**src/rtl/fifo_chain_pkg.sv**
```systemverilog
// fifo_chain_pkg: shared widths, stage count type and forwarding mode for fifo_chain
package fifo_chain_pkg;
  function automatic int ptr_w(input int depth);
    return $clog2(depth);
  endfunction
  function automatic int cnt_w(input int depth);
    return $clog2(depth) + 1;
  endfunction
  function automatic int occ_w(input int stages, input int depth);
    return $clog2(stages * depth + 1);
  endfunction
  localparam int DEF_DEPTH = 4;
  typedef logic [cnt_w(DEF_DEPTH)-1:0] stage_cnt_t;
  typedef enum logic {FWD_MANUAL, FWD_AUTO} fwd_mode_e;
endpackage

```
**src/rtl/fifo_chain_stage.sv**
```systemverilog
// fifo_chain_stage: one FIFO stage (clk, rst active-low sync, push/pop/data_in in; head/empty/full out); caller guarantees legal push/pop
module fifo_chain_stage import fifo_chain_pkg::*; #(
  parameter int WIDTH = 8,
  parameter int DEPTH = DEF_DEPTH
) (
  input  logic             clk,
  input  logic             rst,
  input  logic             push,
  input  logic             pop,
  input  logic [WIDTH-1:0] data_in,
  output logic [WIDTH-1:0] head,
  output logic             empty,
  output logic             full
);
  localparam int PW = ptr_w(DEPTH);
  localparam int CW = cnt_w(DEPTH);
  logic [WIDTH-1:0] mem [DEPTH];
  logic [PW-1:0] wp, rp;
  logic [CW-1:0] cnt;
  always_ff @(posedge clk)
    if (push) mem[wp] <= data_in;
  always_ff @(posedge clk) begin
    if (!rst) begin
      wp  <= '0;
      rp  <= '0;
      cnt <= '0;
    end else begin
      if (push) wp <= wp + 1'b1;
      if (pop) rp <= rp + 1'b1;
      cnt <= cnt + CW'(push) - CW'(pop);
    end
  end
  assign head  = mem[rp];
  assign empty = cnt == '0;
  assign full  = cnt == CW'(DEPTH);
endmodule

```
**src/rtl/fifo_chain.sv**
```systemverilog
// fifo_chain: NUM_STAGES cascaded FIFOs (clk, rst active-low sync, auto_fwd, push/data_in, pop_mask, pop_out; empty/full/data_out/out_vld/err/total_count), FIFO_CHAIN_OCC_EN enables total_count
module fifo_chain import fifo_chain_pkg::*; #(
  parameter int WIDTH      = 8,
  parameter int DEPTH      = DEF_DEPTH,
  parameter int NUM_STAGES = 2
) (
  input  logic                                 clk,
  input  logic                                 rst,
  input  logic                                 auto_fwd,
  input  logic                                 push,
  input  logic [WIDTH-1:0]                     data_in,
  input  logic [(NUM_STAGES>1 ? NUM_STAGES-2 : 0):0] pop_mask,
  input  logic                                 pop_out,
  output logic [NUM_STAGES-1:0]                empty,
  output logic [NUM_STAGES-1:0]                full,
  output logic [WIDTH-1:0]                     data_out,
  output logic                                 out_vld,
  output logic                                 err,
  output logic [occ_w(NUM_STAGES, DEPTH)-1:0]  total_count
);
  localparam int L  = NUM_STAGES - 1;
  localparam int TW = occ_w(NUM_STAGES, DEPTH);
  fwd_mode_e mode;
  logic [NUM_STAGES-1:0] fire;
  logic [WIDTH-1:0] head [NUM_STAGES];
  logic acc, bad;
  assign mode = fwd_mode_e'(auto_fwd);
  // Resolve pops from the output backwards so a full stage can take data in the cycle it drains
  always_comb begin
    fire    = '0;
    fire[L] = pop_out && !empty[L];
    bad     = pop_out && empty[L];
    for (int i = L - 1; i >= 0; i--) begin
      fire[i] = (mode == FWD_AUTO || pop_mask[i]) && !empty[i] && (!full[i+1] || fire[i+1]);
      bad     = bad || (mode == FWD_MANUAL && pop_mask[i] && !fire[i]);
    end
    acc = push && (!full[0] || fire[0]);
    bad = bad || (push && !acc);
  end
  for (genvar g = 0; g < NUM_STAGES; g++) begin : g_stage
    logic             st_push;
    logic [WIDTH-1:0] st_din;
    if (g == 0) begin : g_first
      assign st_push = acc;
      assign st_din  = data_in;
    end else begin : g_next
      assign st_push = fire[g-1];
      assign st_din  = head[g-1];
    end
    fifo_chain_stage #(.WIDTH(WIDTH), .DEPTH(DEPTH)) u_stage (
      .clk     (clk),
      .rst     (rst),
      .push    (st_push),
      .pop     (fire[g]),
      .data_in (st_din),
      .head    (head[g]),
      .empty   (empty[g]),
      .full    (full[g])
    );
  end
  always_ff @(posedge clk)
    if (!rst) err <= 1'b0;
    else if (bad) err <= 1'b1;
  assign data_out = head[L];
  assign out_vld  = !empty[L];
`ifdef FIFO_CHAIN_OCC_EN
  logic [TW-1:0] occ;
  always_ff @(posedge clk)
    if (!rst) occ <= '0;
    else occ <= occ + TW'(acc) - TW'(fire[L]);
  assign total_count = occ;
`else
  assign total_count = '0;
`endif
endmodule

```
**config.mk**
```make
export PLATFORM = sky130hd
export DESIGN_NAME = fifo_chain
export DESIGN_NICKNAME = d
export VERILOG_FILES = /design/src/rtl/fifo_chain_pkg.sv /design/src/rtl/fifo_chain_stage.sv /design/src/rtl/fifo_chain.sv
export SDC_FILE = /design/constraint.sdc
export NUM_CORES = 1
export LEC_CHECK = 0
export BUFFER_PORTS_ARGS = -buffer_cell sky130_fd_sc_hd__buf_2
export CAP_MARGIN = 20
export CELL_PAD_IN_SITES_DETAIL_PLACEMENT = 1
export CELL_PAD_IN_SITES_GLOBAL_PLACEMENT = 1
export CORE_ASPECT_RATIO = 0.5
export CORE_MARGIN = 8
export CORE_UTILIZATION = 40
export DETAILED_ROUTE_END_ITERATION = 8
export GPL_ROUTABILITY_DRIVEN = 0
export MAX_ROUTING_LAYER = met4
export PLACE_DENSITY_LB_ADDON = 0.25
export SETUP_SLACK_MARGIN = 0.3
export SKIP_LAST_GASP = 1
export SLEW_MARGIN = 40
export SYNTH_ARGS = -nofsm -noshare
export SYNTH_HDL_FRONTEND = slang
export SYNTH_HIERARCHICAL = 1
export SYNTH_SLANG_ARGS = --single-unit
```
**constraint.sdc**
```tcl
create_clock -name clk -period 2.9 [get_ports clk]
set_input_delay 0.29 -clock clk [delete_from_list [all_inputs] [get_ports clk]]
set_output_delay 0.29 -clock clk [all_outputs]
set_load 0.03 [all_outputs]
```
==> impl_metrics.sql <==
INSERT INTO impl_metrics (metric_group, metric, value, unit) VALUES
('global_route', 'overflow_left_after_global_routing', '0', ''),
('logic_synthesis', 'synth_simple_gate_area_frac', '0.0539', ''),
('drt', 'drt_iter0_drc', '77', ''),
('logic_synthesis', 'edff_count_synth', '64', ''),
('clocking', 'numClockSinks', '83', ''),
('clocking', 'ctsHtreeMaxLevel', '3', ''),
('final_layout', 'syn_to_final_growth', '16.8', '%'),
('placement', 'place_area', '0.00358', 'mm^2'),
('die', 'pin_count', '32', ''),
('logic_synthesis', 'synth_adder_area_share', '0.0569', ''),
('outcome', 'run_status', 'complete, no violations', ''),
('final_layout', 'final_core_utilization', '0.485', ''),
('final_layout', 'antenna_cells_inserted', '0', ''),
('logic_synthesis', 'yosys_warnings', '6', ''),
('drt', 'vias_per_cell', '4.67', ''),
('clocking', 'clk_root_buffer_cell', 'sky130_fd_sc_hd__clkbuf_16', ''),
('final_layout', 'final.fill_count', '793', ''),
('sta', 'max_slew.worst_pin.slew', '0.554', 'ns'),
('die', 'fp-row-count', '23', ''),
('sta', 'timing.final.hold_violations', '0', ''),
('worst_hold_path', 'timing.hold.worst.class', 'input port to flip-flop', ''),
('sta', 'final.setup.worst_slack', '0.736', 'ns'),
('die', 'die_area', '0.0117', 'mm^2'),
('logic_synthesis', 'netlist_instances', '189', ''),
('drt', 'route.detailed.wl_per_inst', '16.9', 'um'),
('clocking', 'cts.path.max_buffers', '2', ''),
('clocking', 'tritoncts', 'yes', ''),
('sta', 'hold-worst-slack', '0.171', 'ns'),
('global_route', 'grtUsageTotal', '0.109', ''),
('logic_synthesis', 'synth_top_area_frac', '0.575', ''),
('final_layout', 'post_layout_nonfiller_instances', '340', ''),
('logic_synthesis', 'synth_top_family_by_area', 'multiplexers', ''),
('clocking', 'cts.repair.resized', '0', ''),
('logic_synthesis', 'synth_top_cells_by_area', 'sky130_fd_sc_hd__edfxtp_1 (57%), sky130_fd_sc_hd__dfxtp_1 (11%), sky130_fd_sc_hd__mux4_2 (11%)', ''),
('global_route', 'maximum_number_of_pins_on_one_net_before_global_route_repair', '15', ''),
('global_route', 'first_pass_grt_wire_length', '9.04', 'mm'),
('critical_path', 'timing.critical_path.from_type', 'flip-flop', ''),
('critical_path', 'critical_path_buf_inv_count', '1', ''),
('clocking', 'cts_setup_buffers', '0', ''),
('drt', 'vias', '1587', ''),
('sta', 'timing.final.max_slew_violations', '0', ''),
('logic_synthesis', 'synth_compound_gate_area_share', '0.0221', ''),
('logic_synthesis', 'yosys.area.top_type', 'sky130_fd_sc_hd__edfxtp_1', ''),
('placement', 'detailedPlacementHpwl', '4.12', 'mm'),
('power', 'combinationalPowerShare', '0.297', ''),
('global_route', 'antenna_found_initial', '0', ''),
('logic_synthesis', 'synth_async_sr_flop_share', '0', ''),
('die', 'die_w', '145', 'um'),
('critical_path', 'critical_path.top_delay_family', 'adder cells', ''),
('clocking', 'cts.hold.buffers_added', '0', ''),
('logic_synthesis', 'synthDistinctLibCells', '26', ''),
('critical_path', 'path_max_fanout', '7', ''),
('drt', 'post_detailed_route_count_of_antenna_violating_nets', '0', ''),
('power', 'switching_power', '1.33', 'mW'),
('power', 'fraction_of_power_spent_switching_nets', '0.312', ''),
('global_route', 'grt_pass1_vias', '1778', ''),
('sta', 'setup_viol', '0', ''),
('power', 'total_power_of_the_final_layout', '4.25', 'mW'),
('drt', 'total_wire_length', '5.74', 'mm'),
('drt', 'drc', '0', ''),
('critical_path', 'cp_data_required_time', '3.13', 'ns'),
('critical_path', 'slowest_stage', 'sky130_fd_sc_hd__fa_1', ''),
('sta', 'fmax', '462', 'MHz'),
('critical_path', 'worst_setup_path_end_kind', 'flip-flop', ''),
('sta', 'rsz0062_at_grt', 'no', ''),
('power', 'power.share.clock', '0.286', ''),
('placement', 'place_worst_setup_slack', '0.711', 'ns'),
('logic_synthesis', 'synth_most_common_cell', 'sky130_fd_sc_hd__edfxtp_1', ''),
('drt', 'drt_first_pass_iters', '4', ''),
('logic_synthesis', 'synth_top_flop_cell', 'sky130_fd_sc_hd__edfxtp_1', ''),
('critical_path', 'regToRegSetupSlack', '0.74', 'ns');
state kept, by name, summed over array words and instances (netlist names), named ones only:
| register | count |
|---|---|
| g_stage.u_stage/mem | 64 |
| g_stage.u_stage/cnt | 6 |
| g_stage.u_stage/rp | 4 |
| g_stage.u_stage/wp | 4 |
| err | 1 |
layout make-up:
| type | count | area [um^2] | share of cell area |
|---|---|---|---|
| flip-flops and latches | 83 | 2300 | 0.589 |
| multi-input cells | 83 | 927 | 0.237 |
| clock buffers | 10 | 239 | 0.0612 |
| repair buffers | 28 | 143 | 0.0365 |
| well taps | 112 | 140 | 0.0359 |
| clock inverters | 6 | 87.6 | 0.0224 |
| inverters | 18 | 67.6 | 0.0173 |
worst paths after layout:
| kind | from | to | cells after the start |
|---|---|---|---|
| worst max-delay path | g_stage[1].u_stage/cnt[1] | g_stage[0].u_stage/cnt[1] | 7 |
| worst min-delay path | data_in[6] | g_stage[0].u_stage/mem[0][6] | 1 |
| worst max register to register | g_stage[1].u_stage/cnt[1] | g_stage[0].u_stage/cnt[1] | 7 |
| worst min register to register | err | err | 2 |
cell families after synthesis:
| logic type | count (synthesis) |
|---|---|
| other cells | 1 |
| buf+inv | 26 |
| flops | 83 |
| simple gates | 32 |
| fa+ha+maj | 14 |
| mux | 18 |
| xor+xnor | 6 |
| compound gates | 9 |
power groups by stage:
stage / sequential, mW / combinational (mW) / clock, mW
2_1_floorplan: 1.71 / 1.02 / 0
3_3_place_gp: 1.79 / 1.23 / 0
3_5_place_dp: 1.81 / 1.29 / 0
4_1_cts: 1.79 / 1.30 / 1.25
5_1_grt: 1.81 / 1.39 / 1.30
6_report: 1.77 / 1.27 / 1.22
placed cells by master, fill, tap and decap left out, drive strengths merged, types with 3 or more instances in the layout:
cell type and instances:
edfxtp 64, buf 28, dfxtp 19, inv 19, mux4 16, and2 13, ha 12, nor2 11
clkbuf 10, conb 4, xnor2 4, a21oi 3, clkinv 3
metal layers:
metal,share of wire,vias up,global-route usage
li1,-,753,-
met1,0.46,797,0.120
met2,0.48,29,0.174
met3,0.035,8,0.0364
met4,0.018,0,0.0649
met5,0,-,-
Power figures use the tool's default switching activity.
